## src/rtl/plru_table.sv

```systemverilog
// rtl/plru_table.sv - per-set tree-PLRU state store with victim query (optional flush: PLRU_TABLE_FLUSH_EN)
module plru_table #(
    parameter int NUM_SETS      = 16,
    parameter int ASSOCIATIVITY = 4
) (
    input  logic                             clk,
    input  logic                             reset,
`ifdef PLRU_TABLE_FLUSH_EN
    input  logic                             flush,
`endif
    output logic                             ready,
    input  logic                             lookup_valid,
    input  logic [$clog2(NUM_SETS)-1:0]      lookup_index,
    output logic                             victim_valid,
    output logic [$clog2(ASSOCIATIVITY)-1:0] victim_way,
    input  logic                             touch_valid,
    input  logic [$clog2(NUM_SETS)-1:0]      touch_index,
    input  logic [$clog2(ASSOCIATIVITY)-1:0] touch_way
);

    localparam int IDX_W = $clog2(NUM_SETS);
    localparam int WAY_W = $clog2(ASSOCIATIVITY);
    localparam int W     = ASSOCIATIVITY - 1;

    typedef enum logic {INIT, RUN} state_t;

    state_t             state_q, state_d;
    logic [IDX_W-1:0]   count_q, count_d;
    logic [W-1:0]       trees [NUM_SETS];
    logic [W-1:0]       touched_tree;
    logic [W-1:0]       lookup_tree;
    logic               flush_req;
    logic               touch_acc;
    logic               lookup_acc;

    // Walk from the root: each node bit becomes the next way bit (MSB first) and picks the child.
    function automatic logic [WAY_W-1:0] victim_of(input logic [W-1:0] tree);
        logic [WAY_W-1:0] way;
        logic [W-1:0]     sh;
        int               node;
        way  = '0;
        node = 0;
        for (int lvl = 0; lvl < WAY_W; lvl++) begin
            sh   = tree >> node;
            way  = (way << 1) | WAY_W'(sh[0]);
            node = 2 * node + 1 + int'(sh[0]);
        end
        return way;
    endfunction

    // Point every node on the touched way's path away from it; off-path nodes are untouched.
    function automatic logic [W-1:0] touch_of(input logic [W-1:0] tree,
                                              input logic [WAY_W-1:0] way);
        logic [W-1:0]     t;
        logic [W-1:0]     mask;
        logic [WAY_W-1:0] sh;
        int               node;
        t    = tree;
        node = 0;
        for (int lvl = 0; lvl < WAY_W; lvl++) begin
            sh   = way >> (WAY_W - 1 - lvl);
            mask = W'(1) << node;
            t    = sh[0] ? (t & ~mask) : (t | mask);
            node = 2 * node + 1 + int'(sh[0]);
        end
        return t;
    endfunction

`ifdef PLRU_TABLE_FLUSH_EN
    assign flush_req = flush;
`else
    assign flush_req = 1'b0;
`endif

    assign ready        = (state_q == RUN);
    assign touch_acc    = ready && !flush_req && touch_valid;
    assign lookup_acc   = ready && !flush_req && lookup_valid;
    assign touched_tree = touch_of(trees[touch_index], touch_way);
    assign lookup_tree  = (touch_acc && touch_index == lookup_index) ? touched_tree
                                                                    : trees[lookup_index];

    // Next-state logic: sweep every set once in INIT; a flush restarts the sweep from set 0.
    always_comb begin
        state_d = state_q;
        count_d = count_q;
        case (state_q)
            INIT: begin
                if (flush_req) begin
                    count_d = '0;
                end else begin
                    count_d = count_q + 1'b1;
                    if (count_q == IDX_W'(NUM_SETS - 1)) begin
                        state_d = RUN;
                    end
                end
            end
            RUN: begin
                if (flush_req) begin
                    state_d = INIT;
                    count_d = '0;
                end
            end
            default: begin
                state_d = INIT;
                count_d = '0;
            end
        endcase
    end

    // State register and sweep counter.
    always_ff @(posedge clk) begin
        if (reset) begin
            state_q <= INIT;
            count_q <= '0;
        end else begin
            state_q <= state_d;
            count_q <= count_d;
        end
    end

    // Tree storage: cleared one set per cycle during INIT, updated by accepted touches in RUN.
    always_ff @(posedge clk) begin
        if (!reset) begin
            if (state_q == INIT) begin
                trees[count_q] <= '0;
            end else if (touch_acc) begin
                trees[touch_index] <= touched_tree;
            end
        end
    end

    // Victim register: valid pulses for one cycle per accepted lookup, way holds otherwise.
    always_ff @(posedge clk) begin
        if (reset) begin
            victim_valid <= 1'b0;
            victim_way   <= '0;
        end else begin
            victim_valid <= lookup_acc;
            if (lookup_acc) begin
                victim_way <= victim_of(lookup_tree);
            end
        end
    end

endmodule
```

## config.mk

```make
export PLATFORM = sky130hd
export DESIGN_NAME = plru_table
export DESIGN_NICKNAME = d
export VERILOG_FILES = /design/src/rtl/plru_table.sv
export SDC_FILE = /design/constraint.sdc
export NUM_CORES = 1
export LEC_CHECK = 0
export BUFFER_PORTS_ARGS = -buffer_cell sky130_fd_sc_hd__buf_2
export CORE_MARGIN = 3
export CORE_UTILIZATION = 35
export DETAILED_ROUTE_END_ITERATION = 10
export PLACE_DENSITY = 0.59
export SLEW_MARGIN = 20
export SYNTH_ARGS = -nofsm -noshare
export SYNTH_HDL_FRONTEND = slang
export SYNTH_SLANG_ARGS = --single-unit
```

## constraint.sdc

```tcl
create_clock -name clk -period 3.1 [get_ports clk]
set_clock_uncertainty 0.1 [all_clocks]
set_input_delay 0.31 -clock clk [delete_from_list [all_inputs] [get_ports clk]]
set_output_delay 0.31 -clock clk [all_outputs]
set_load 0.01 [all_outputs]
```

==> results of run 1 <==
==> cell usage after synthesis, drive strengths merged <==
cell type	count	area (µm²)
o22ai	1	6.26
a31oi	5	31.3
mux2i	11	110
buf	5	42.5
edfxtp	48	1440
or2	1	6.26
clkbuf	5	28.8
nor3b	1	7.51
nand3	1	5.00
a21oi	3	15.0
o21ai	2	10.0
a41oi	1	8.76
nor2b	2	12.5
nor3	4	25.0
or3	1	6.26
ha	1	12.5
o31ai	1	7.51
xor2	6	52.6
mux4	19	439
a311oi	1	8.76
xnor2	1	8.76
o22a	1	8.76
o211ai	1	7.51
inv	2	7.51
nand2	8	30.0
a211oi	1	7.51
nand2b	2	12.5
and3	1	6.26
dfxtp	8	160
mux2	7	82.6
nor2	29	109
nand4b	1	8.76
and3b	1	10.0
==> layout make-up <==
cell class | instances | area (µm²) | area share [%]
Sequential cell | 56 | 1600 | 53.1
Multi-Input combinational cell | 114 | 1060 | 35.2
Tap cell | 99 | 124 | 4.11
Timing Repair Buffer | 21 | 115 | 3.82
Clock buffer | 6 | 72.6 | 2.41
Clock inverter | 2 | 35.0 | 1.16
Inverter | 2 | 7.51 | 0.249
==> where the power goes <==
| part | switching [mW] | internal (mW) |
|---|---|---|
| sequential | 0.00733 | 0.817 |
| combinational | 0.0659 | 0.0503 |
| clock | 0.222 | 0.240 |
| total | 0.295 | 1.11 |
==> registers in the layout, summed over array words and instances, names as in the netlist <==
name,cells
victim_valid,1
ready,1
count_q,4
victim_way,2
trees,48
==> cells by family after synthesis <==
family | count (synthesis) | share of synthesized area (%)
AO/OA/AOI/OAI | 17 | 4.07
XOR/XNOR | 7 | 2.24
adder cells (fa/ha/maj) | 1 | 0.457
buffers and inverters | 12 | 2.88
flip-flops | 56 | 58.5
multiplexers | 37 | 23.1
AND/OR/NAND/NOR | 52 | 8.73
==> per-layer routing <==
layer,wire (µm),track usage (%),share of wire (%),vias up
met4,63,4.33,1.1,0
met2,2800,22.9,49,43
li1,-,-,-,743
met3,299,3.19,5.2,6
met5,0,0,0,-
met1,2570,18.1,45,786
==> worst max-delay path by stage <==
stage	startpoint	end	slack, ns	cells after the start
after global routing	ready	trees[13][2]	0.65	5
after CTS	ready	trees[9][2]	0.49	4
after floorplan	ready	trees[0][2]	0.80	5
after global placement	touch_index[1]	trees[9][2]	0.63	7
after detailed placement	touch_index[1]	trees[13][2]	0.49	7
final	ready	trees[9][2]	0.80	5
==> per-stage QoR <==
step | std cells | total power [mW] | cell area, µm²
floorplan | 182 | 0.925 | 2740
global placement | 292 | 0.957 | 2900
detailed placement | 292 | 0.958 | 2900
CTS | 300 | 1.41 | 3010
global route | 300 | 1.45 | 3020
finish | 300 | 1.40 | 3020
==> worst reg2reg max path, delay by kind of cell, from the launching register on <==
| family | cells | cell delay [ns] |
|---|---|---|
| DFF | 1 | 0.56 |
| and+or+nand+nor | 4 | 1.04 |
| muxes | 1 | 0.27 |
==> reports/metrics.yaml, run 1 <==
status: "finished clean"
clkLatencyLatePin_ns: 0.31
final_nets: 215
row_count: 31
cts_hold_buf: 0
tritoncts: "built"
r2r_end: "trees[9][2]"
grt_pass1_vias: 1623
final_max_slew_viol_count: 0
crit_slowest_cell: "dfxtp_1"
finalCritPeriodShare_pct: 74.2
areaGrowthSynthToFinish_pct: 10.2
ff2ff_path_depth: 5
cts_setup_buffers: 0
drtIter0Drc: 117
ys_seq_area_share_pct: 58.5
htreeDepth: 2
min_path_cells: 2
holdWs_ns: 0.137
yosysUniqueCellTypes: 39
period_needed_ns: 2.30
die_h_um: 94.4
reg2reg_slack_ns: 0.80
clock_sinks: 56
die_x_um: 94.4
r2r-start: "ready"
path_buf_inv: 0
antenna_found_initial: 0
ys_warn_count: 0
crit_path_start_kind: "flop"
end_kind: "flop"
diodes: 0
finalSetupViolCount: 0
relSlewSlack_pct: 59.7
drt-pass1-iter-count: 4
rsz0062_at_grt: "no"
path_class: "flop to flop"
fmax_mhz: 435
synth_fp_nets: 197
critPathMaxStageDelay_ns: 0.56
fill_cells: 686
synth_area_per_cell_um2: 15.0
start_util_pct: 36.9
report.final.hold_viol_count: 0
cp_max_fo: 13
hpwl_um: 4190
worstHoldEndpoint: "victim_way[1]"
port_buffers: 17
synthesis.instances: 182
irDropWorstVdd_mv: 0.163
final_cell_mix: "48 x edfxtp_1, 29 x nor2_1, 17 x buf_2, 16 x mux4_2, 11 x mux2i_1"
vias: 1578
wl_per_cell_um: 19.1
crit_arrival_ns: 2.17
fin_util_pct: 40.7
hp-start: "lookup_valid"
min_path_type: "input pin to flop"
cts_root_buffer: "clkbuf_8"
power.leakage_nw: 1.11
track_usage_pct: 13.8
grt_pass1_wl_um: 9090
post_drt_via_cell_ratio: 5.26
drv_cap: 0
wl_um: 5730
finalSetupTns_ns: 0
io_pins: 18
layout-drive-gt1-share_pct: 27.4
numCtsBuffers: 5
grt_start_max_net_pins: 17
overflow: 0
pwr_density_cell_nw_per_um2: 465
route.antenna.remaining_nets: 0
ctsLongestPathBuffers: 2
tightest_slew_ns: 0.604
core_um2: 7410
ctsResizeCount: 0
clkSlewWorstSetupHoldPaths_ns: 0.09
drc: 0
crit_chain: "nand2_1, or2_2, mux2_2, nand2_1, nor2_1"
synth-seq-cells: 56
pre_cts_ws_ns: 0.487
syn-cell-area_um2: 2740
dieArea_um2: 8920
finalWorstSetupSlack_ns: 0.800
gp_congestion: 0.856
cpLargestDelayFamily: "simple AND/OR/NAND/NOR gates"
final_common_cell: "edfxtp_1"
critPathRequiredTime_ns: 2.97
critical_path.most_common_cell: "nand2_1"
Note: power is estimated with default switching activity, not from simulation.
==> run 2: changes to the inputs <==
--- a/config.mk
+++ b/config.mk
@@ -9,7 +9,7 @@
 export CORE_MARGIN = 3
 export CORE_UTILIZATION = 35
 export DETAILED_ROUTE_END_ITERATION = 10
-export PLACE_DENSITY = 0.59
+export PLACE_DENSITY = 0.61
 export SLEW_MARGIN = 20
 export SYNTH_ARGS = -nofsm -noshare
 export SYNTH_HDL_FRONTEND = slang
==> constraint.sdc (replaced) <==
create_clock -name clk -period 2.1 [get_ports clk]
set_clock_uncertainty 0.1 [all_clocks]
set_input_delay 0.21 -clock clk [delete_from_list [all_inputs] [get_ports clk]]
set_output_delay 0.21 -clock clk [all_outputs]
set_load 0.01 [all_outputs]
==> reports/metrics.yaml, run 2 (synthesis results as in run 1) <==
relSlewSlack_pct: 59.5
final_common_cell: "edfxtp_1"
tightest_slew_ns: 0.606
final_cell_mix: "48 x edfxtp_1, 29 x nor2_1, 23 x buf_4, 17 x buf_2, 16 x mux4_2"
path_buf_inv: 1
largest_reg_flops: 48
placed_area_um2: 3060
drc: 0
biggestRegsByFlops: "trees: 48 flops, count_q: 4 flops, victim_way: 2 flops"
cts_root_buffer: "clkbuf_8"
tritoncts: "built"
io_pins: 18
grt_pass1_vias: 1615
crit_cells: 5
crit_slowest_cell: "a31oi_1"
die_h_um: 94.4
regMostFlops: "trees"
crit_chain: "nand2_1, or2_2, buf_4, a31oi_1, nor2_1"
fin_util_pct: 43.1
drtIter0Drc: 63
antenna_found_initial: 0
grt_pass1_wl_um: 8880
dieArea_um2: 8920
port_buffers: 17
cts_setup_buffers: 0
track_usage_pct: 13.5
finalSetupViolCount: 0
clkSlewWorstSetupHoldPaths_ns: 0.11
pwr_density_cell_nw_per_um2: 672
route.antenna.remaining_nets: 0
ctsLongestPathBuffers: 2
drt-pass1-iter-count: 4
end_kind: "flop"
min_path_cells: 2
row_count: 31
diodes: 0
path_class: "flop to flop"
final_area_um2: 3190
core_um2: 7410
critPathRequiredTime_ns: 2.03
fmax_mhz: 494
overflow: 0
start_util_pct: 36.9
report.final.hold_viol_count: 0
cp_max_fo: 6
clock_sinks: 56
wl_um: 5670
irDropWorstVdd_mv: 0.317
min_path_type: "input pin to flop"
clkLatencyLatePin_ns: 0.31
gp_congestion: 0.885
numCtsBuffers: 5
critPathMaxStageDelay_ns: 0.47
status: "finished clean"
holdWs_ns: 0.0320
post_drt_via_cell_ratio: 5.15
crit_path_start_kind: "flop"
hpwl_um: 4440
vias: 1642
ff2ff_path_depth: 5
crit_arrival_ns: 1.96
wl_per_cell_um: 17.8
final_max_slew_viol_count: 0
period_needed_ns: 2.02
areaGrowthSynthToFinish_pct: 16.7
final_nets: 234
rsz0062_at_grt: "no"
cpLargestDelayFamily: "simple AND/OR/NAND/NOR gates"
drv_cap: 0
die_x_um: 94.4
finalCritPeriodShare_pct: 96.3
power.leakage_nw: 1.21
layout-drive-gt1-share_pct: 35.0
grt_start_max_net_pins: 20
htreeDepth: 2
run 2: path summary, 6_finish.rpt:
kind / slack, ns / startpoint / to
worst min-delay path: 0.03 / lookup_valid / victim_way[1]
worst min register to register: 0.44 / victim_way[1] / victim_way[1]
worst max-delay path: 0.08 / ready / trees[3][0]
worst max register to register: 0.08 / ready / trees[3][0]
run 2: stage by stage:
step	power (mW)	setup slack [ns]	instances	setup TNS, ns
after detailed placement	1.44	-0.369	311	-8.10
after global placement	1.44	-0.311	311	-5.77
after global routing	2.24	0.000599	319	0
final	2.15	0.0777	319	0
after floorplan	1.37	0.132	182	0
after CTS	2.16	0.00525	319	0
run 2: layout make-up:
class,count,area (µm²)
clock buffer,5,68.8
clock inverter,3,50.0
fill,664,4220
inverter,2,7.51
multi-input combinational,114,1080
sequential,56,1600
tap,99,124
timing repair buffer,40,258
run 2: report_power, final:
part | leakage, nW | total, mW | switching [mW] | internal (mW)
logic | 0.576 | 0.199 | 0.105 | 0.0943
registers | 0.571 | 1.22 | 0.0102 | 1.21
clock network | 0.0607 | 0.729 | 0.361 | 0.368
run 2: repair_timing:
item	in CTS	in global routing
resized for setup	1	2
pin swaps	0	0
endpoints found under the setup margin	16	24
hold buffers	0	0
gates cloned	0	0
run 2: routing by layer:
layer  GRT usage [%]  wire length (µm)
met1            18.7              2660
met2            21.6              2640
met3            2.63               252
met4            4.57               116
met5               0                 0
==> run 3: changes to the inputs <==
--- a/config.mk
+++ b/config.mk
@@ -5,7 +5,9 @@
 export SDC_FILE = /design/constraint.sdc
 export NUM_CORES = 1
 export LEC_CHECK = 0
+export ABC_AREA = 0
 export BUFFER_PORTS_ARGS = -buffer_cell sky130_fd_sc_hd__buf_2
+export CORE_ASPECT_RATIO = 0.75
 export CORE_MARGIN = 3
 export CORE_UTILIZATION = 35
 export DETAILED_ROUTE_END_ITERATION = 10
==> reports/metrics.yaml, run 3 (synthesis results as in run 1) <==
intPower_mw: 1.54
ctsLongestPathBuffers: 2
die_h_um: 82.6
drt-pass1-iter-count: 4
vias: 1697
pwr_density_cell_nw_per_um2: 639
wl_um: 5930
post_drt_via_cell_ratio: 5.37
path_buf_inv: 0
wl_per_cell_um: 18.8
final_max_slew_viol_count: 0
grt_pass1_wl_um: 9390
seqCellArea_um2: 1600
fmax_mhz: 502
p_sw_uw: 471
layout-drive-gt1-share_pct: 34.0
final_area_um2: 3150
grt_pass1_vias: 1612
finalSetupViolCount: 0
final_cell_mix: "48 x edfxtp_1, 29 x nor2_1, 17 x buf_2, 17 x buf_4, 16 x mux4_2"
clkLatencyLatePin_ns: 0.31
final_common_cell: "edfxtp_1"
hpwl_um: 4530
path_class: "flop to flop"
power.leakage_nw: 1.17
fill_cells: 678
gp_congestion: 0.821
grt_start_max_net_pins: 18
track_usage_pct: 14.5
start_util_pct: 36.7
tritoncts: "built"
drc: 0
clock_sinks: 56
diodes: 0
cts_hold_buf: 0
swShare_pct: 23.4
critPathRequiredTime_ns: 2.02
die_x_um: 108
largest_reg_flops: 48
fin_cells: 316
areaGrowthSynthToFinish_pct: 15.1
clkSlewWorstSetupHoldPaths_ns: 0.11
tightest_slew_ns: 0.656
antenna_found_initial: 0
status: "finished clean"
port_buffers: 17
dieArea_um2: 8930
irDropWorstVdd_mv: 0.279
row_count: 27
power_frac_comb_pct: 10.2
core_um2: 7470
min_path_type: "input pin to flop"
clock_power_share_pct: 29.3
drv_cap: 0
final_nets: 229
drtIter0Drc: 132
crit_path_start_kind: "flop"
overflow: 0
biggestRegsByFlops: "trees: 48 flops, count_q: 4 flops, victim_way: 2 flops"
regMostFlops: "trees"
cts_setup_buffers: 0
end_kind: "flop"
route.antenna.remaining_nets: 0
numCtsBuffers: 5
p_seq_share_pct: 60.5
report.final.hold_viol_count: 0
crit_chain: "mux4_2, o22ai_1, nor2_1, nor3_1, a211oi_4"
htreeDepth: 2
crit_slowest_cell: "mux4_2"
relSlewSlack_pct: 56.1
critPathMaxStageDelay_ns: 0.48
placed_cells: 308
finalCritPeriodShare_pct: 94.9
fin_util_pct: 42.2
cts_root_buffer: "clkbuf_8"
crit_arrival_ns: 1.91
multi_input_area_um2: 1100
cp_max_fo: 16
io_pins: 18
placed_area_um2: 3030
period_needed_ns: 1.99
rsz0062_at_grt: "no"
cpLargestDelayFamily: "multiplexers"
-- run 3: timing repair --
action / 4_1_cts / 5_1_grt
resized for setup: 2 / 3
endpoints found under the setup margin: 32 / 32
pin swaps: 0 / 0
-- run 3: worst paths after layout --
path	to	slack, ns	cells past startpoint	start
worst max-delay path	trees[8][2]	0.11	5	trees[12][2]
worst min-delay path	victim_way[1]	0.008	2	lookup_valid
worst max register to register	trees[8][2]	0.11	5	trees[12][2]
worst min register to register	victim_way[1]	0.42	2	victim_way[1]
-- run 3: routing by layer --
metal  GRT usage, %  part of all wire [%]  wire length [µm]
met5              0                     0                 0
met4           3.40                  0.42                25
met3           3.34                   8.6               511
met2           20.4                    43              2550
met1           22.6                    48              2840
-- run 3: power groups by stage --
stage / clock (mW) / combinational [mW] / sequential (mW)
after floorplan: 0 / 0.127 / 1.24
after global placement: 0 / 0.200 / 1.24
after detailed placement: 0 / 0.201 / 1.24
after CTS: 0.599 / 0.205 / 1.22
after global routing: 0.661 / 0.225 / 1.22
final: 0.590 / 0.206 / 1.22
-- run 3: cell type report --
class / instances / area share, %
flip-flops and latches: 56 / 50.8
clock inverters: 2 / 0.437
clock buffers: 6 / 2.30
inverters: 2 / 0.238
well taps: 101 / 4.01
multi-input cells: 114 / 34.8
repair buffers: 35 / 7.39
-- run 3: per-stage QoR --
| step | hold slack [ns] | setup WS [ns] | power (mW) | TNS [ns] |
|---|---|---|---|---|
| floorplan | 0.223 | 0.132 | 1.37 | 0 |
| global placement | 0.340 | -0.255 | 1.44 | -5.39 |
| detailed placement | 0.346 | -0.285 | 1.44 | -8.68 |
| CTS | 0.00461 | 0.0218 | 2.02 | 0 |
| global route | 0.00754 | 0.00274 | 2.11 | 0 |
| finish | 0.00813 | 0.108 | 2.01 | 0 |
-- run 3: worst register-to-register path, stage by stage, from the launching register on --
cell,delay (ns)
edfxtp_1,0.43
mux4_2,0.48
o22ai_1,0.17
nor2_1,0.08
nor3_1,0.29
a211oi_4,0.16
